## src/rtl/mario_dash_pkg.sv

```systemverilog
// Shared level geometry and encodings for Mario Dash (physics engine and renderer).
package mario_dash_pkg;

    localparam int SCREEN_W = 640;
    localparam int SCREEN_H = 480;
    localparam int CEIL_Y   = 75;
    localparam int LAVA_Y   = 380;

    typedef enum logic [1:0] {
        GROUNDED = 2'd0,
        AIRBORNE = 2'd1,
        DEAD     = 2'd2,
        WON      = 2'd3
    } mode_t;

    typedef enum logic [3:0] {
        S_IDLE, S_VEL, S_X_A, S_X_B, S_GND_A, S_GND_B, S_Y_A, S_Y_B, S_COMMIT
    } state_t;

    // Inclusive pixel bounds; goal marks the podium.
    typedef struct packed {
        logic [9:0] x0;
        logic [9:0] x1;
        logic [9:0] y0;
        logic [9:0] y1;
        logic       goal;
    } rect_t;

    localparam int NUM_RECTS = 5;
    localparam rect_t [NUM_RECTS-1:0] LEVEL = '{
        '{10'd0,   10'd61,  10'd360, 10'd479, 1'b0},   // left step
        '{10'd160, 10'd260, 10'd300, 10'd309, 1'b0},   // floating platform
        '{10'd300, 10'd371, 10'd340, 10'd349, 1'b0},   // low ledge
        '{10'd400, 10'd431, 10'd230, 10'd379, 1'b0},   // tall block
        '{10'd580, 10'd630, 10'd355, 10'd360, 1'b1}    // gold podium
    };

endpackage

```

## src/rtl/platform_map.sv

```systemverilog
// Combinational level lookup: is pixel (px, py) solid, and is it part of the goal podium.
module platform_map
    import mario_dash_pkg::*;
(
    input  logic [9:0] px,
    input  logic [9:0] py,
    output logic       solid,
    output logic       goal
);

    always_comb begin
        solid = (py < 10'(CEIL_Y));
        goal  = 1'b0;
        if (px < 10'(SCREEN_W) && py < 10'(SCREEN_H)) begin
            for (int i = 0; i < NUM_RECTS; i++) begin
                if (px >= LEVEL[i].x0 && px <= LEVEL[i].x1 &&
                    py >= LEVEL[i].y0 && py <= LEVEL[i].y1) begin
                    solid = 1'b1;
                    if (LEVEL[i].goal) goal = 1'b1;
                end
            end
        end
    end

endmodule

```

## src/rtl/player_physics.sv

```systemverilog
// Per-frame player motion: velocity, pixel-stepped X / ground / Y collision, lava and goal, then commit.
// Up to 24 cycles per frame at defaults; define PLAYER_DOUBLE_JUMP_EN for one extra mid-air jump.
module player_physics #(
    parameter int START_X    = 20,
    parameter int START_Y    = 340,
    parameter int PLAYER_W   = 16,
    parameter int PLAYER_H   = 20,
    parameter int WALK_SPEED = 2,
    parameter int JUMP_VEL   = 9,
    parameter int GRAVITY    = 1,
    parameter int MAX_FALL   = 8,
    parameter int LAVA_Y     = mario_dash_pkg::LAVA_Y
) (
    input  logic       clk,
    input  logic       rst,
    input  logic       frame_tick,
    input  logic       btn_left,
    input  logic       btn_right,
    input  logic       btn_jump,
    output logic [9:0] player_x,
    output logic [9:0] player_y,
    output logic [1:0] mode,
    output logic       busy
);
    import mario_dash_pkg::*;

    localparam logic [5:0] JUMP_V   = 6'(-JUMP_VEL);
    localparam logic [5:0] MAX_V    = 6'(MAX_FALL);
    localparam logic [5:0] GRAV_V   = 6'(GRAVITY);
    localparam logic [5:0] FALL_CAP = 6'(MAX_FALL - GRAVITY);
    localparam logic [9:0] X_MAX    = 10'(SCREEN_W - PLAYER_W);

    state_t     state_q, state_d;
    mode_t      wmode, mode_vel;
    logic [9:0] wx, wy, px, py;
    logic [5:0] vy, vy_vel, vy_mag, cnt;
    logic       l_q, r_q, j_q, hit_q, goal_q;
    logic       solid, goal, blocked_b, x_oob, moving_down;
`ifdef PLAYER_DOUBLE_JUMP_EN
    logic       dj_q;
`endif

    platform_map u_map (.px(px), .py(py), .solid(solid), .goal(goal));

    // Phase that follows the X walk: ground check only while standing.
    function automatic state_t after_x(input mode_t m, input logic [5:0] v);
        if (m == GROUNDED) return S_GND_A;
        else if (v != 6'd0) return S_Y_A;
        else return S_COMMIT;
    endfunction

    assign vy_mag      = vy[5] ? (~vy + 6'd1) : vy;
    assign moving_down = ~vy[5];
    assign blocked_b   = hit_q | solid;
    assign x_oob       = r_q ? (wx == X_MAX) : (wx == 10'd0);

    always_comb begin
        vy_vel   = vy;
        mode_vel = wmode;
        if (wmode == GROUNDED && j_q) begin
            vy_vel   = JUMP_V;
            mode_vel = AIRBORNE;
        end
`ifdef PLAYER_DOUBLE_JUMP_EN
        else if (wmode == AIRBORNE && j_q && dj_q) begin
            vy_vel = JUMP_V;
        end
`endif
        else if (wmode == AIRBORNE) begin
            vy_vel = ($signed(vy) >= $signed(FALL_CAP)) ? MAX_V : vy + GRAV_V;
        end
    end

    always_ff @(posedge clk) begin
        if (!rst) state_q <= S_IDLE;
        else      state_q <= state_d;
    end

    always_comb begin
        state_d = state_q;
        case (state_q)
            S_IDLE:   if (frame_tick && (wmode == GROUNDED || wmode == AIRBORNE)) state_d = S_VEL;
            S_VEL:    state_d = (l_q ^ r_q) ? S_X_A : after_x(mode_vel, vy_vel);
            S_X_A:    state_d = S_X_B;
            S_X_B:    state_d = (blocked_b || cnt == 6'(WALK_SPEED - 1)) ? after_x(wmode, vy) : S_X_A;
            S_GND_A:  state_d = S_GND_B;
            S_GND_B:  state_d = S_COMMIT;
            S_Y_A:    state_d = S_Y_B;
            S_Y_B:    state_d = (blocked_b || cnt == vy_mag - 6'd1) ? S_COMMIT : S_Y_A;
            S_COMMIT: state_d = S_IDLE;
            default:  state_d = S_IDLE;
        endcase
    end

    // Probe address for the current collision cycle; A/B are the two corners of the leading edge.
    always_comb begin
        px   = wx;
        py   = wy;
        busy = (state_q != S_IDLE);
        case (state_q)
            S_X_A:   px = r_q ? wx + 10'(PLAYER_W) : wx - 10'd1;
            S_X_B: begin
                px = r_q ? wx + 10'(PLAYER_W) : wx - 10'd1;
                py = wy + 10'(PLAYER_H - 1);
            end
            S_GND_A: py = wy + 10'(PLAYER_H);
            S_GND_B: begin
                px = wx + 10'(PLAYER_W - 1);
                py = wy + 10'(PLAYER_H);
            end
            S_Y_A:   py = moving_down ? wy + 10'(PLAYER_H) : wy - 10'd1;
            S_Y_B: begin
                px = wx + 10'(PLAYER_W - 1);
                py = moving_down ? wy + 10'(PLAYER_H) : wy - 10'd1;
            end
            default: ;
        endcase
    end

    always_ff @(posedge clk) begin
        if (!rst) begin
            player_x <= 10'(START_X);
            player_y <= 10'(START_Y);
            mode     <= GROUNDED;
            wx       <= 10'(START_X);
            wy       <= 10'(START_Y);
            wmode    <= GROUNDED;
            vy       <= 6'd0;
            cnt      <= 6'd0;
            {l_q, r_q, j_q, hit_q, goal_q} <= '0;
`ifdef PLAYER_DOUBLE_JUMP_EN
            dj_q     <= 1'b1;
`endif
        end else begin
            case (state_q)
                S_IDLE: if (frame_tick) begin
                    {l_q, r_q, j_q} <= {btn_left, btn_right, btn_jump};
                    if ((wmode == DEAD || wmode == WON) && btn_jump) begin
                        player_x <= 10'(START_X);
                        player_y <= 10'(START_Y);
                        mode     <= GROUNDED;
                        wx       <= 10'(START_X);
                        wy       <= 10'(START_Y);
                        wmode    <= GROUNDED;
                        vy       <= 6'd0;
`ifdef PLAYER_DOUBLE_JUMP_EN
                        dj_q     <= 1'b1;
`endif
                    end
                end
                S_VEL: begin
                    vy    <= vy_vel;
                    wmode <= mode_vel;
                    cnt   <= 6'd0;
`ifdef PLAYER_DOUBLE_JUMP_EN
                    if (wmode == AIRBORNE && j_q) dj_q <= 1'b0;
`endif
                end
                S_X_A: hit_q <= x_oob | solid;
                S_X_B: begin
                    if (!blocked_b) wx <= r_q ? wx + 10'd1 : wx - 10'd1;
                    cnt <= (state_d == S_X_A) ? cnt + 6'd1 : 6'd0;
                end
                S_GND_A: hit_q <= solid;
                S_GND_B: if (!blocked_b) begin
                    wmode <= AIRBORNE;
                    vy    <= 6'd0;
                end
                S_Y_A: begin
                    hit_q  <= solid;
                    goal_q <= goal;
                end
                S_Y_B: begin
                    if (blocked_b) begin
                        vy <= 6'd0;
                        if (moving_down) begin
                            wmode <= (goal_q | goal) ? WON : GROUNDED;
`ifdef PLAYER_DOUBLE_JUMP_EN
                            dj_q  <= 1'b1;
`endif
                        end
                    end else begin
                        wy <= moving_down ? wy + 10'd1 : wy - 10'd1;
                    end
                    cnt <= (state_d == S_Y_A) ? cnt + 6'd1 : 6'd0;
                end
                S_COMMIT: begin
                    player_x <= wx;
                    player_y <= wy;
                    if (wy + 10'(PLAYER_H - 1) >= 10'(LAVA_Y)) begin
                        mode  <= DEAD;
                        wmode <= DEAD;
                    end else begin
                        mode  <= wmode;
                    end
                end
                default: ;
            endcase
        end
    end

endmodule

```

## config.mk

```make
export PLATFORM = sky130hd
export DESIGN_NAME = player_physics
export DESIGN_NICKNAME = d
export VERILOG_FILES = /design/src/rtl/mario_dash_pkg.sv /design/src/rtl/platform_map.sv /design/src/rtl/player_physics.sv
export SDC_FILE = /design/constraint.sdc
export NUM_CORES = 1
export LEC_CHECK = 0
export CORE_MARGIN = 4
export CORE_UTILIZATION = 62
export DETAILED_ROUTE_END_ITERATION = 6
export PLACE_DENSITY = 0.91
export SLEW_MARGIN = 20
export SYNTH_ARGS = -nofsm -noshare
export SYNTH_HDL_FRONTEND = slang
export SYNTH_HIERARCHICAL = 1
export SYNTH_SLANG_ARGS = --single-unit
export TNS_END_PERCENT = 50
```

## constraint.sdc

```tcl
create_clock -name clk -period 4.9 [get_ports clk]
set_clock_uncertainty 0.05 [all_clocks]
set_input_delay 1.225 -clock clk [delete_from_list [all_inputs] [get_ports clk]]
set_output_delay 1.225 -clock clk [all_outputs]
set_load 0.03 [all_outputs]
```

# [After elaboration in Yosys (flattened, before gate mapping)]
# Cells that the tools add are included.
[word_totals] regBits=65 input_bits=6 output_inout_bits=23 word_cells=184
[op_classes] n_lt_le_gt_ge=25 n_bitwise=5 add_sub_neg=12 mux=57 n_eq_ne=23 reduce_logical=48
[op_table] cell="2-to-1 mux 10 bit" count=10
[op_table] cell="one-hot mux 10 bit (2 select lines)" count=5
[op_table] cell="less-or-equal comparator 10 x 9 -> 1 bit (second input constant)" count=8
[op_table] cell="greater-or-equal comparator 10 x 9 -> 1 bit (second input constant)" count=7
[op_table] cell="2-to-1 mux 6 bit" count=10
[op_table] cell="2-to-1 mux 4 bit" count=8
[op_table] cell="one-hot mux 4 bit (8 select lines)" count=1
[op_table] cell="adder 10 x 5 -> 10 bit (second input constant)" count=3
[op_table] cell="one-hot mux 10 bit (3 select lines)" count=1
[op_table] cell="one-hot mux 6 bit (4 select lines)" count=1
[op_table] cell="adder 10 x 1 -> 10 bit (second input constant)" count=2
[op_table] cell="== test 4 x 3 -> 1 bit (second input constant)" count=5
[op_table] cell="greater-or-equal comparator 10 x 8 -> 1 bit (second input constant)" count=2
[op_table] cell="subtractor 10 x 1 -> 10 bit (second input constant)" count=2
[op_table] cell="logical AND 1 bit" count=19
[op_table] cell="adder 6 x 1 -> 6 bit (second input constant)" count=3
[op_table] cell="one-hot mux 6 bit (3 select lines)" count=1
[op_table] cell="2-to-1 mux 2 bit" count=8
[op_table] cell="inequality test 2 bit (second input constant)" count=7
[op_table] cell="== test 4 x 2 -> 1 bit (second input constant)" count=3
[op_table] cell="nonzero test 6 bit" count=2
[op_table] cell="adder 10 x 4 -> 10 bit (second input constant)" count=1
[op_table] cell="== test 10 bit (second input constant)" count=1
[op_table] cell="greater-or-equal comparator 10 x 1 -> 1 bit (second input constant)" count=1
[op_table] cell="35 further kinds" count=59

# [Depth between registers and ports, before layout]
# Gate-level depths: netlist (run 1).
[logic_depth] ltp_word=20 depth_mapped=24 mapped_depth_nobuf=21

# [By module]
# The synthesis (run 1) kept the hierarchy.
[modules_own_cells] mod="player_physics" area_each_um2=5195.0 cells_each=736 instances=1 seq_area_each_um2=1301.2
[modules_own_cells] mod="platform_map" area_each_um2=404.1 cells_each=66 instances=1 seq_area_each_um2=0.0

# [Worst setup path after synthesis (run 1)]
# Ideal clock, no wire load.
[synth_path] path_kind="register -> register" startpoint="register wy[0]" endpoint="register wy[7]" t_required_ns=4.722 path_stages_with_launch=17 n_path_buf=1 setup_time_ns=0.128 path_slack_ns=0.462 arrival_ns=4.260 synth_period_minus_slack_ns=4.438 path_cell_list="dfxtp_1 clkbuf_1 or3_1 nor4b_1 a31oi_1 o22ai_1 xor2_1 a21oi_1 o21ai_0 a2111oi_0 or4_1 a211o_1 nor4_1 nor2_1 a21o_1 a21oi_1 nor2_1"
[synth_between] elab_chain_len=15 elab_cells_between_ends=41 classes_between="add/sub (4); order compare (12); eq/ne (1); mux (11); bitwise (1); reduce/logical (12)"
[synth_lines] element="from (decl)" line_no="player_physics.sv:35" rtl="logic [9:0] wx, wy, px, py;"
[synth_lines] element="from (signal assigned)" line_no="player_physics.sv:126" rtl="wy <= 10'(START_Y);"
[synth_lines] element="from (signal assigned)" line_no="player_physics.sv:143" rtl="wy <= 10'(START_Y);"
[synth_lines] element="from (signal assigned)" line_no="player_physics.sv:183" rtl="wy <= moving_down ? wy + 10'd1 : wy - 10'd1;"
[synth_lines] element="adder 10 x 5 -> 10 bit / subtractor 10 x 1 -> 10 bit (equally long branches)"
[synth_lines] element="2-to-1 mux 10 bit" line_no="player_physics.sv:111, player_physics.sv:114"
[synth_lines] element="one-hot mux 10 bit (3 select lines) *" line_no="player_physics.sv:100" rtl="case (state_q)"
[synth_lines] element="named net py[9]" line_no="player_physics.sv:35"
[synth_lines] element="greater-or-equal comparator 10 x 9 -> 1 bit" line_no="platform_map.sv:17" rtl="py >= LEVEL[i].y0 && py <= LEVEL[i].y1) begin"
[synth_lines] element="logical AND 1 bit" line_no="platform_map.sv:16" rtl="if (px >= LEVEL[i].x0 && px <= LEVEL[i].x1 &&"
[synth_lines] element="logical AND 1 bit" line_no="platform_map.sv:17"
[synth_lines] element="2-to-1 mux 1 bit (5 in series)" line_no="platform_map.sv:16"
[synth_lines] element="2-to-1 mux 1 bit *" line_no="platform_map.sv:14" rtl="if (px < 10'(SCREEN_W) && py < 10'(SCREEN_H)) begin"
[synth_lines] element="named net solid" line_no="player_physics.sv:38" rtl="logic solid, goal, blocked_b, x_oob, moving_down;"
[synth_lines] element="bitwise OR 1 bit *" line_no="player_physics.sv:54" rtl="assign blocked_b = hit_q | solid;"
[synth_lines] element="inequality test 2 bit (no source line) *"
[synth_lines] element="AND reduction 4 bit (no source line) *"
# The timed path passes the listed nets; every way through them passes the cells marked *. The select of a mux whose other input is x is not followed.
# A chain may end at the register's enable or synchronous reset.

# [Final worst setup path (run 1)]
[layout_path] startpoint="register wx[0]" endpoint="register wmode[0]"
[layout_between] elab_chain_len=16 elab_cells_between_ends=49 classes_between="add/sub (3); order compare (11); eq/ne (2); mux (14); bitwise (2); reduce/logical (17)"
[layout_lines] element="from (decl)" line_no="player_physics.sv:35"
[layout_lines] element="from (signal assigned)" line_no="player_physics.sv:125" rtl="wx <= 10'(START_X);"
[layout_lines] element="from (signal assigned)" line_no="player_physics.sv:142" rtl="wx <= 10'(START_X);"
[layout_lines] element="from (signal assigned)" line_no="player_physics.sv:161" rtl="if (!blocked_b) wx <= r_q ? wx + 10'd1 : wx - 10'd1;"
[layout_lines] element="subtractor 10 x 1 -> 10 bit / adder 10 x 5 -> 10 bit (equally long branches)" line_no="player_physics.sv:101, player_physics.sv:103"
[layout_lines] element="2-to-1 mux 10 bit" line_no="player_physics.sv:101, player_physics.sv:103"
[layout_lines] element="one-hot mux 10 bit (2 select lines) *" line_no="player_physics.sv:100"
[layout_lines] element="named net px[8]" line_no="player_physics.sv:35"
[layout_lines] element="greater-or-equal comparator 10 bit / less-or-equal comparator 10 bit (equally long branches)" line_no="platform_map.sv:16"
[layout_lines] element="logical AND 1 bit (2 in series)" line_no="platform_map.sv:16"
[layout_lines] element="logical AND 1 bit" line_no="platform_map.sv:17"
[layout_lines] element="2-to-1 mux 1 bit (5 in series)" line_no="platform_map.sv:16"
[layout_lines] element="2-to-1 mux 1 bit *" line_no="platform_map.sv:14"
[layout_lines] element="named net solid" line_no="player_physics.sv:38"
[layout_lines] element="bitwise OR 1 bit *" line_no="player_physics.sv:54"
[layout_lines] element="inequality test 2 bit (no source line)"
[layout_lines] element="AND reduction 6 bit (no source line) *"
[layout_lines] element="to (signal assigned)" line_no="player_physics.sv:153" rtl="wmode <= mode_vel;"
[layout_lines] element="to (signal assigned)" line_no="player_physics.sv:177" rtl="wmode <= (goal_q | goal) ? WON : GROUNDED;"
[layout_lines] element="to (decl)" line_no="player_physics.sv:34" rtl="mode_t wmode, mode_vel;"
# Marked as above.

==> impl_metrics.json, run 1 <==
{
  "grt_pass1_wl_um": 28100,
  "r2r_cells": 19,
  "synthMuxAreaShare": 0.0145,
  "setup_viol": 0,
  "ys_dominant_reg_cell": "dfxtp_1",
  "syn_inst": 802,
  "status": "complete, no violations",
  "synth-simple-area-share": 0.296,
  "reg2reg_to": "wmode[0]$_SDFFE_PN0P_",
  "powerDensity_nw_per_um2": 231,
  "vias": 6369,
  "async_reset_ff_frac": 0,
  "gp_congestion": 1.02,
  "overflow": 0,
  "insertion_delay_ns": 0.36,
  "synth_xor_area_frac": 0.0666,
  "drtPass1Iterations": 6,
  "cp.required_ns": 5.10,
  "ir_drop_uv": 216,
  "worstSetupPathType": "flip-flop to flip-flop",
  "cts_tree": "yes",
  "crit_top_cell": "o21ai_1",
  "cts_buffer_depth": 2,
  "arrival_ns": 4.97,
  "finalCriticalPeriod_ns": 4.77,
  "hold_depth": 2,
  "startpoint_type": "flip-flop",
  "synth_area_per_cell_um2": 6.98,
  "worstHoldStart": "player_y[1]$_SDFFE_PN0P_",
  "grtUsageTotal": 0.330,
  "ioPinCount": 29,
  "cp_max_fo": 5,
  "numCtsBuffers": 9,
  "hp-class": "flip-flop to flip-flop",
  "yosysSeqAreaShare": 0.232,
  "dp_hpwl_um": 12400,
  "final_cells": 924,
  "crit_family": "compound AO/OA/AOI/OAI gates",
  "synth-edff-count": 0,
  "synth_compound_gate_area_share": 0.278,
  "register_area_um2": 1310,
  "final_nets": 837,
  "synthAdderAreaFrac": 0.0447,
  "syn2layout_area_growth_pct": 11.8,
  "max_slew_margin": 0.302,
  "fp.dieH_um": 103,
  "fmax_mhz": 210,
  "yosysTopAreaCell": "dfxtp_1",
  "core-area_um2": 8760,
  "r2r-start": "wx[0]$_SDFFE_PN0P_",
  "synth_cell_type_count": 79,
  "cts.sinks": 65,
  "critical_path.startpoint": "wx[0]$_SDFFE_PN0P_",
  "cts.clk_slew.worst_paths_ns": 0.08,
  "fin_area_um2": 6260,
  "grt_max_degree": 43,
  "root_buffer": "clkbuf_8",
  "htree_levels": 3,
  "syn_area_um2": 5600,
  "endpoint_kind": "flip-flop",
  "synth_top_family_by_area": "simple AND/OR/NAND/NOR gates",
  "synth_area_leaders": "dfxtp_1 (23%), a21oi_1 (6.2%), nor2_1 (5.9%), nand2_1 (5.2%), nand3_1 (4.7%)",
  "cp_slowest_cell": "or4b_1",
  "yosys_warnings": 6,
  "synth_fp_nets": 828,
  "start_util": 0.639,
  "antenna_left": 0,
  "holdPathEnd": "player_y[1]$_SDFFE_PN0P_",
  "drt_wl_total_um": 17400,
  "drive_gt1_frac": 0.0980,
  "grt_pass1_vias": 5800,
  "p_leak_nw": 2.17,
  "num-fill-cells": 712,
  "rows": 34,
  "drc": 0,
  "wl_per_cell_um": 18.8,
  "worst_path_largest_cell_delay_ns": 0.49,
  "finalHoldViolCount": 0,
  "synth.top_cell.area_share": 0.232,
  "die_x_um": 103,
  "drtIter0Drc": 772,
  "cp_num_buf_inv": 1,
  "antenna_found_initial": 0,
  "port_buffers": 28,
  "synth-seq-cells": 65,
  "worst_pin_slew_ns": 1.04,
  "grt_setup_unrepaired": "no",
  "multi_input_area_um2": 3960,
  "post_dp_cell_area_um2": 6010,
  "antennaDiodeCount": 0,
  "final_max_slew_viol_count": 0,
  "holdWs_ns": 0.429,
  "path_cells": "inv_1 > ha_1 > nor3b_2 > o21ai_1 > nor3_1 > xnor2_1 > nand2_1 > a21oi_1 > o31ai_2 > nand3b_1 > or4b_1 > a2111oi_0 > or4_1 > a211o_1 > o21ai_0 > o21ai_1 > a21oi_2 > o32a_1 > o21a_1",
  "dp.cells": 907,
  "fp.dieArea_um2": 10600,
  "cap_violations": 0,
  "r2r_slack_ns": 0.13,
  "drt-vias-per-instance": 6.89,
  "fin_crit_sh": 0.974,
  "hold_buffers": 0
}
worst min-delay path: stages, from the launching register on:
cell     delay [ns]
dfxtp_1        0.32
nand3_1        0.06
a21oi_1        0.06
cell usage in the layout, fill, tap and decap left out, types with 8 or more instances in the layout:
cell and n:
o22ai_1 9, o21ai_1 10, nand3_1 53, nand4_1 8, a211oi_1 11, inv_1 22
a21o_1 10, xnor2_1 26, nor3_1 36, buf_4 38, dfxtp_1 61, or3_1 11
nor4_1 9, clkdlybuf4s50_1 28, xor2_1 14, o211ai_1 10, a22oi_1 9, a31oi_1 10
clkbuf_8 9, nand2_1 76, nor2_1 87, o21ai_0 41, ha_1 20, a21oi_1 68
report_power, final:
group | internal, mW | total (mW) | switching, mW | leakage (nW)
logic | 0.145 | 0.395 | 0.251 | 1.54
registers | 0.540 | 0.567 | 0.0267 | 0.526
clock network | 0.239 | 0.482 | 0.242 | 0.104
total | 0.924 | 1.44 | 0.520 | 2.17
layer usage:
layer	track usage	up-vias	wire length, µm
met3	0.0643	70	1650
met1	0.430	2951	7120
li1	-	2945	-
met2	0.538	403	8060
met4	0.125	0	515
met5	0	-	0
how the worst max path moves through the flow:
stage                       endpoint  slack (ns)  cells after the start
2_1_floorplan     wy[7]$_SDFFE_PN0P_        0.46                     16
3_3_place_gp   wmode[0]$_SDFFE_PN0P_        0.07                     21
3_5_place_dp   wmode[0]$_SDFFE_PN0P_       -0.11                     21
4_1_cts        wmode[0]$_SDFFE_PN0P_        0.05                     21
5_1_grt        wmode[0]$_SDFFE_PN0P_       0.009                     19
6_report       wmode[0]$_SDFFE_PN0P_        0.13                     19
Yosys cell counts (all sizes together) (11+ instances only):
master  instances
inv            23
a21oi          69
o21ai          51
nand2          77
nor4           11
dfxtp          65
xnor2          26
clkbuf         50
nand3          53
a211oi         11
ha             20
xor2           14
nor3           38
or3            11
buf            18
nor2           88
logic make-up after synthesis:
family	after synthesis
AND/OR/NAND/NOR	337
flip-flops	65
adder cells (fa/ha/maj)	20
buffers and inverters	93
XOR/XNOR	41
AO/OA/AOI/OAI	238
multiplexers	8
what timing repair did:
item / 4_1_cts / 5_1_grt
setup endpoints to repair: 2 / 29
pin swaps: 0 / 2
gates resized for setup: 1 / 14
buffers inserted: 0 / 1
registers in the layout, summed over array words and instances (netlist names):
signal,count
vy,6
wmode,2
r_q,1
player_x,10
wy,10
hit_q,1
goal_q,1
player_y,10
cnt,6
state_q,4
j_q,1
wx,10
l_q,1
mode,2
through the flow:
| stage | power, mW | setup slack [ns] | utilization | TNS [ns] |
|---|---|---|---|---|
| 6_report | 1.44 | 0.127 | 0.714 | 0 |
| 5_1_grt | 1.51 | 0.00873 | 0.714 | 0 |
| 4_1_cts | 1.43 | 0.0533 | 0.709 | 0 |
| 3_5_place_dp | 0.953 | -0.108 | 0.686 | -0.108 |
| 3_3_place_gp | 0.943 | 0.0733 | 0.686 | 0 |
| 2_1_floorplan | 0.847 | 0.462 | - | 0 |
final cells by class:
type                            instances  share of cell area
Sequential cell                        65               0.209
Inverter                               25              0.0150
Clock inverter                          7              0.0126
Multi-Input combinational cell        644               0.632
Timing Repair Buffer                   66              0.0903
Tap cell                              108              0.0216
Clock buffer                            9              0.0198
No activity file was read; power rests on OpenSTA's default activity.
==> run 2, diff against run 1 <==
--- a/config.mk
+++ b/config.mk
@@ -12,6 +12,5 @@
 export SLEW_MARGIN = 20
 export SYNTH_ARGS = -nofsm -noshare
 export SYNTH_HDL_FRONTEND = slang
-export SYNTH_HIERARCHICAL = 1
 export SYNTH_SLANG_ARGS = --single-unit
 export TNS_END_PERCENT = 50
==> impl_metrics.json, run 2 <==
{
  "synth.top_cell.area_share": 0.215,
  "antennaDiodeCount": 0,
  "finalCriticalPeriod_ns": 4.47,
  "synth_top_family_by_area": "compound AO/OA/AOI/OAI gates",
  "synthTopCellsByCount": "nand2_1 (69), nor2_1 (68), dfxtp_1 (65)",
  "gp_congestion": 1.04,
  "worst_slack_ns": 0.432,
  "r2r_cells": 14,
  "path_cells": "inv_1 > ha_1 > nor2b_1 > o22ai_1 > o21ai_0 > a221oi_1 > buf_4 > or3_1 > nor4_1 > a2111oi_2 > a211o_4 > or4_4 > a32oi_2 > o22ai_1",
  "rows": 35,
  "htree_levels": 3,
  "status": "complete, no violations",
  "p_comb_frac": 0.274,
  "cts_tree": "yes",
  "cap_violations": 0,
  "setup_viol": 0,
  "antenna_left": 0,
  "p_switching_uw": 528,
  "grt_setup_unrepaired": "no",
  "yosysSeqAreaShare": 0.215,
  "dp_hpwl_um": 13300,
  "cts.sinks": 65,
  "synth_area_per_cell_um2": 7.20,
  "fin_crit_sh": 0.912,
  "antenna_found_initial": 0,
  "ys_dominant_reg_cell": "dfxtp_1",
  "async_reset_ff_frac": 0,
  "crit_family": "simple AND/OR/NAND/NOR gates",
  "syn2layout_area_growth_pct": 8.46,
  "syn_area_um2": 6060,
  "drtPass1Iterations": 7,
  "cts_buffer_depth": 2,
  "grt_pass1_vias": 6325,
  "yosys_warnings": 0,
  "r2r_slack_ns": 0.43,
  "arrival_ns": 4.64,
  "reg2reg_to": "vy[2]$_SDFFE_PN0P_",
  "grtUsageTotal": 0.325,
  "clkPwrFrac": 0.334,
  "finalHoldViolCount": 0,
  "synth-edff-count": 0,
  "critical_path.startpoint": "wy[0]$_SDFFE_PN0P_",
  "synthAdderAreaFrac": 0.0413,
  "num-fill-cells": 796,
  "drt-vias-per-instance": 7.14,
  "crit_cells": 14,
  "die_x_um": 107,
  "start_util": 0.647,
  "dp_slack_ns": 0.369,
  "drt_wl_total_um": 18600,
  "syn_inst": 842,
  "hold_depth": 2,
  "root_buffer": "clkbuf_8",
  "core-area_um2": 9370,
  "r2r-start": "wy[0]$_SDFFE_PN0P_",
  "cp_max_fo": 15,
  "worstSetupPathType": "flip-flop to flip-flop",
  "synth_compound_gate_area_share": 0.306,
  "worst_path_largest_cell_delay_ns": 0.52,
  "final_max_slew_viol_count": 0,
  "wl_per_cell_um": 19.4,
  "synth_fp_nets": 868,
  "worstHoldStart": "player_x[5]$_SDFFE_PN0P_",
  "fp.dieH_um": 107,
  "overflow": 0,
  "synth-seq-cells": 65,
  "startpoint_type": "flip-flop",
  "cp.required_ns": 5.08,
  "max_slew_margin": 0.333,
  "intPower_uw": 959,
  "endpoint_kind": "flip-flop",
  "p_leak_nw": 2.20,
  "fp.dieArea_um2": 11400,
  "synth_area_leaders": "dfxtp_1 (21%), a21oi_1 (4.8%), nand2_1 (4.3%), o21ai_0 (4.2%), nor2_1 (4.2%)",
  "drive_gt1_frac": 0.0841,
  "cp_slowest_cell": "dfxtp_1",
  "yosysTopAreaCell": "dfxtp_1",
  "crit_top_cell": "o22ai_1",
  "synth-simple-area-share": 0.292,
  "port_buffers": 28,
  "fmax_mhz": 224,
  "hp-class": "flip-flop to flip-flop",
  "synthMuxAreaShare": 0.0239,
  "powerDensity_nw_per_um2": 226,
  "post_cts_buffers": 0,
  "ir_drop_uv": 153,
  "synth_most_common_cell": "nand2_1",
  "hold_buffers": 0,
  "holdPathEnd": "player_x[5]$_SDFFE_PN0P_",
  "tns_ns": 0,
  "final_common_cell": "nand2_1",
  "final_nets": 853,
  "power_mw": 1.49,
  "mostFrequentLayoutCells": "nand2_1 (69), nor2_1 (68), dfxtp_1 (65), a21oi_1 (58), o21ai_0 (51)",
  "synth_cell_type_count": 90,
  "drtIter0Drc": 953,
  "vias": 6866,
  "numCtsBuffers": 9,
  "swShare": 0.355,
  "cts.clk_slew.worst_paths_ns": 0.08,
  "grt_max_degree": 43,
  "cp_num_buf_inv": 2,
  "insertion_delay_ns": 0.35,
  "drc": 0,
  "worst_pin_slew_ns": 0.998,
  "grt_pass1_wl_um": 30800,
  "pwr-share-seq": 0.392,
  "ioPinCount": 29,
  "synth_xor_area_frac": 0.0520
}
[run 2: changes by cell type in the layout (fill, tap and decap cells not counted), moves of 7 or more]
cell and delta:
a21o_1 -8, a21oi_1 -10, nor2_1 -19, o22ai_1 +8, o21ai_0 +10, nor4_1 +7
nand2_1 -7, and3_1 +10, nand3_1 -11, buf_4 -15, xnor2_1 -7
[run 2: timing repair]
action,in CTS,in global routing
setup endpoints to repair,0,1
resized for setup,0,1
endpoints found under the hold margin,0,0
[run 2: layout make-up]
class | count | area (µm²) | share of cell area
Tap cell | 129 | 161 | 0.0245
Timing Repair Buffer | 51 | 453 | 0.0689
Clock inverter | 5 | 62.6 | 0.00951
Inverter | 28 | 105 | 0.0160
Sequential cell | 65 | 1300 | 0.198
Clock buffer | 11 | 151 | 0.0230
Multi-Input combinational cell | 672 | 4340 | 0.660
[run 2: power by group through the flow]
stage,clock (mW),sequential [mW],combinational (mW)
6_report,0.497,0.583,0.408
5_1_grt,0.521,0.586,0.441
4_1_cts,0.498,0.580,0.393
3_5_place_dp,0,0.593,0.390
3_3_place_gp,0,0.591,0.373
2_1_floorplan,0,0.563,0.318
[run 2: cells by family after synthesis]
kind of cell	Yosys count
AOI/OAI and AO/OA	264
xor gates and xnor gates	36
adders and majority gates	20
buffers and inverters	105
DFF	65
muxes	14
and+or+nand+nor	338
[run 2: worst max-delay path by stage]
stage	end	slack (ns)
after floorplan	vy[2]$_SDFFE_PN0P_	0.80
after global placement	wy[2]$_SDFFE_PN1P_	0.59
after detailed placement	wy[2]$_SDFFE_PN1P_	0.37
after CTS	wy[2]$_SDFFE_PN1P_	0.33
after global routing	wx[0]$_SDFFE_PN0P_	0.15
final	vy[2]$_SDFFE_PN0P_	0.43
[run 2: stage by stage]
stage	cells	hold slack [ns]	area (µm²)	utilization
floorplan	842	0.385	6060	-
global placement	945	0.397	6360	0.679
detailed placement	945	0.410	6360	0.679
CTS	961	0.418	6570	0.701
global route	961	0.438	6580	0.702
finish	961	0.418	6580	0.702
[run 2: per-layer routing]
layer / global-route usage / share of wire
met1: 0.414 / 0.38
met2: 0.538 / 0.46
met3: 0.0584 / 0.12
met4: 0.143 / 0.045
met5: 0 / 0
[run 2: worst min-delay path, cell delays in order, from the launching register on]
cell	delay, ns
dfxtp_1	0.31
nand3_1	0.06
a21oi_1	0.05
==> run 3, diff against run 2 <==
--- a/config.mk
+++ b/config.mk
@@ -7,6 +7,7 @@
 export LEC_CHECK = 0
 export CORE_MARGIN = 4
 export CORE_UTILIZATION = 62
+export CTS_CLUSTER_SIZE = 10
 export DETAILED_ROUTE_END_ITERATION = 6
 export PLACE_DENSITY = 0.91
 export SLEW_MARGIN = 20
==> results of run 3 <==
The final DEF is identical to that of run 2; final timing and power are the same.
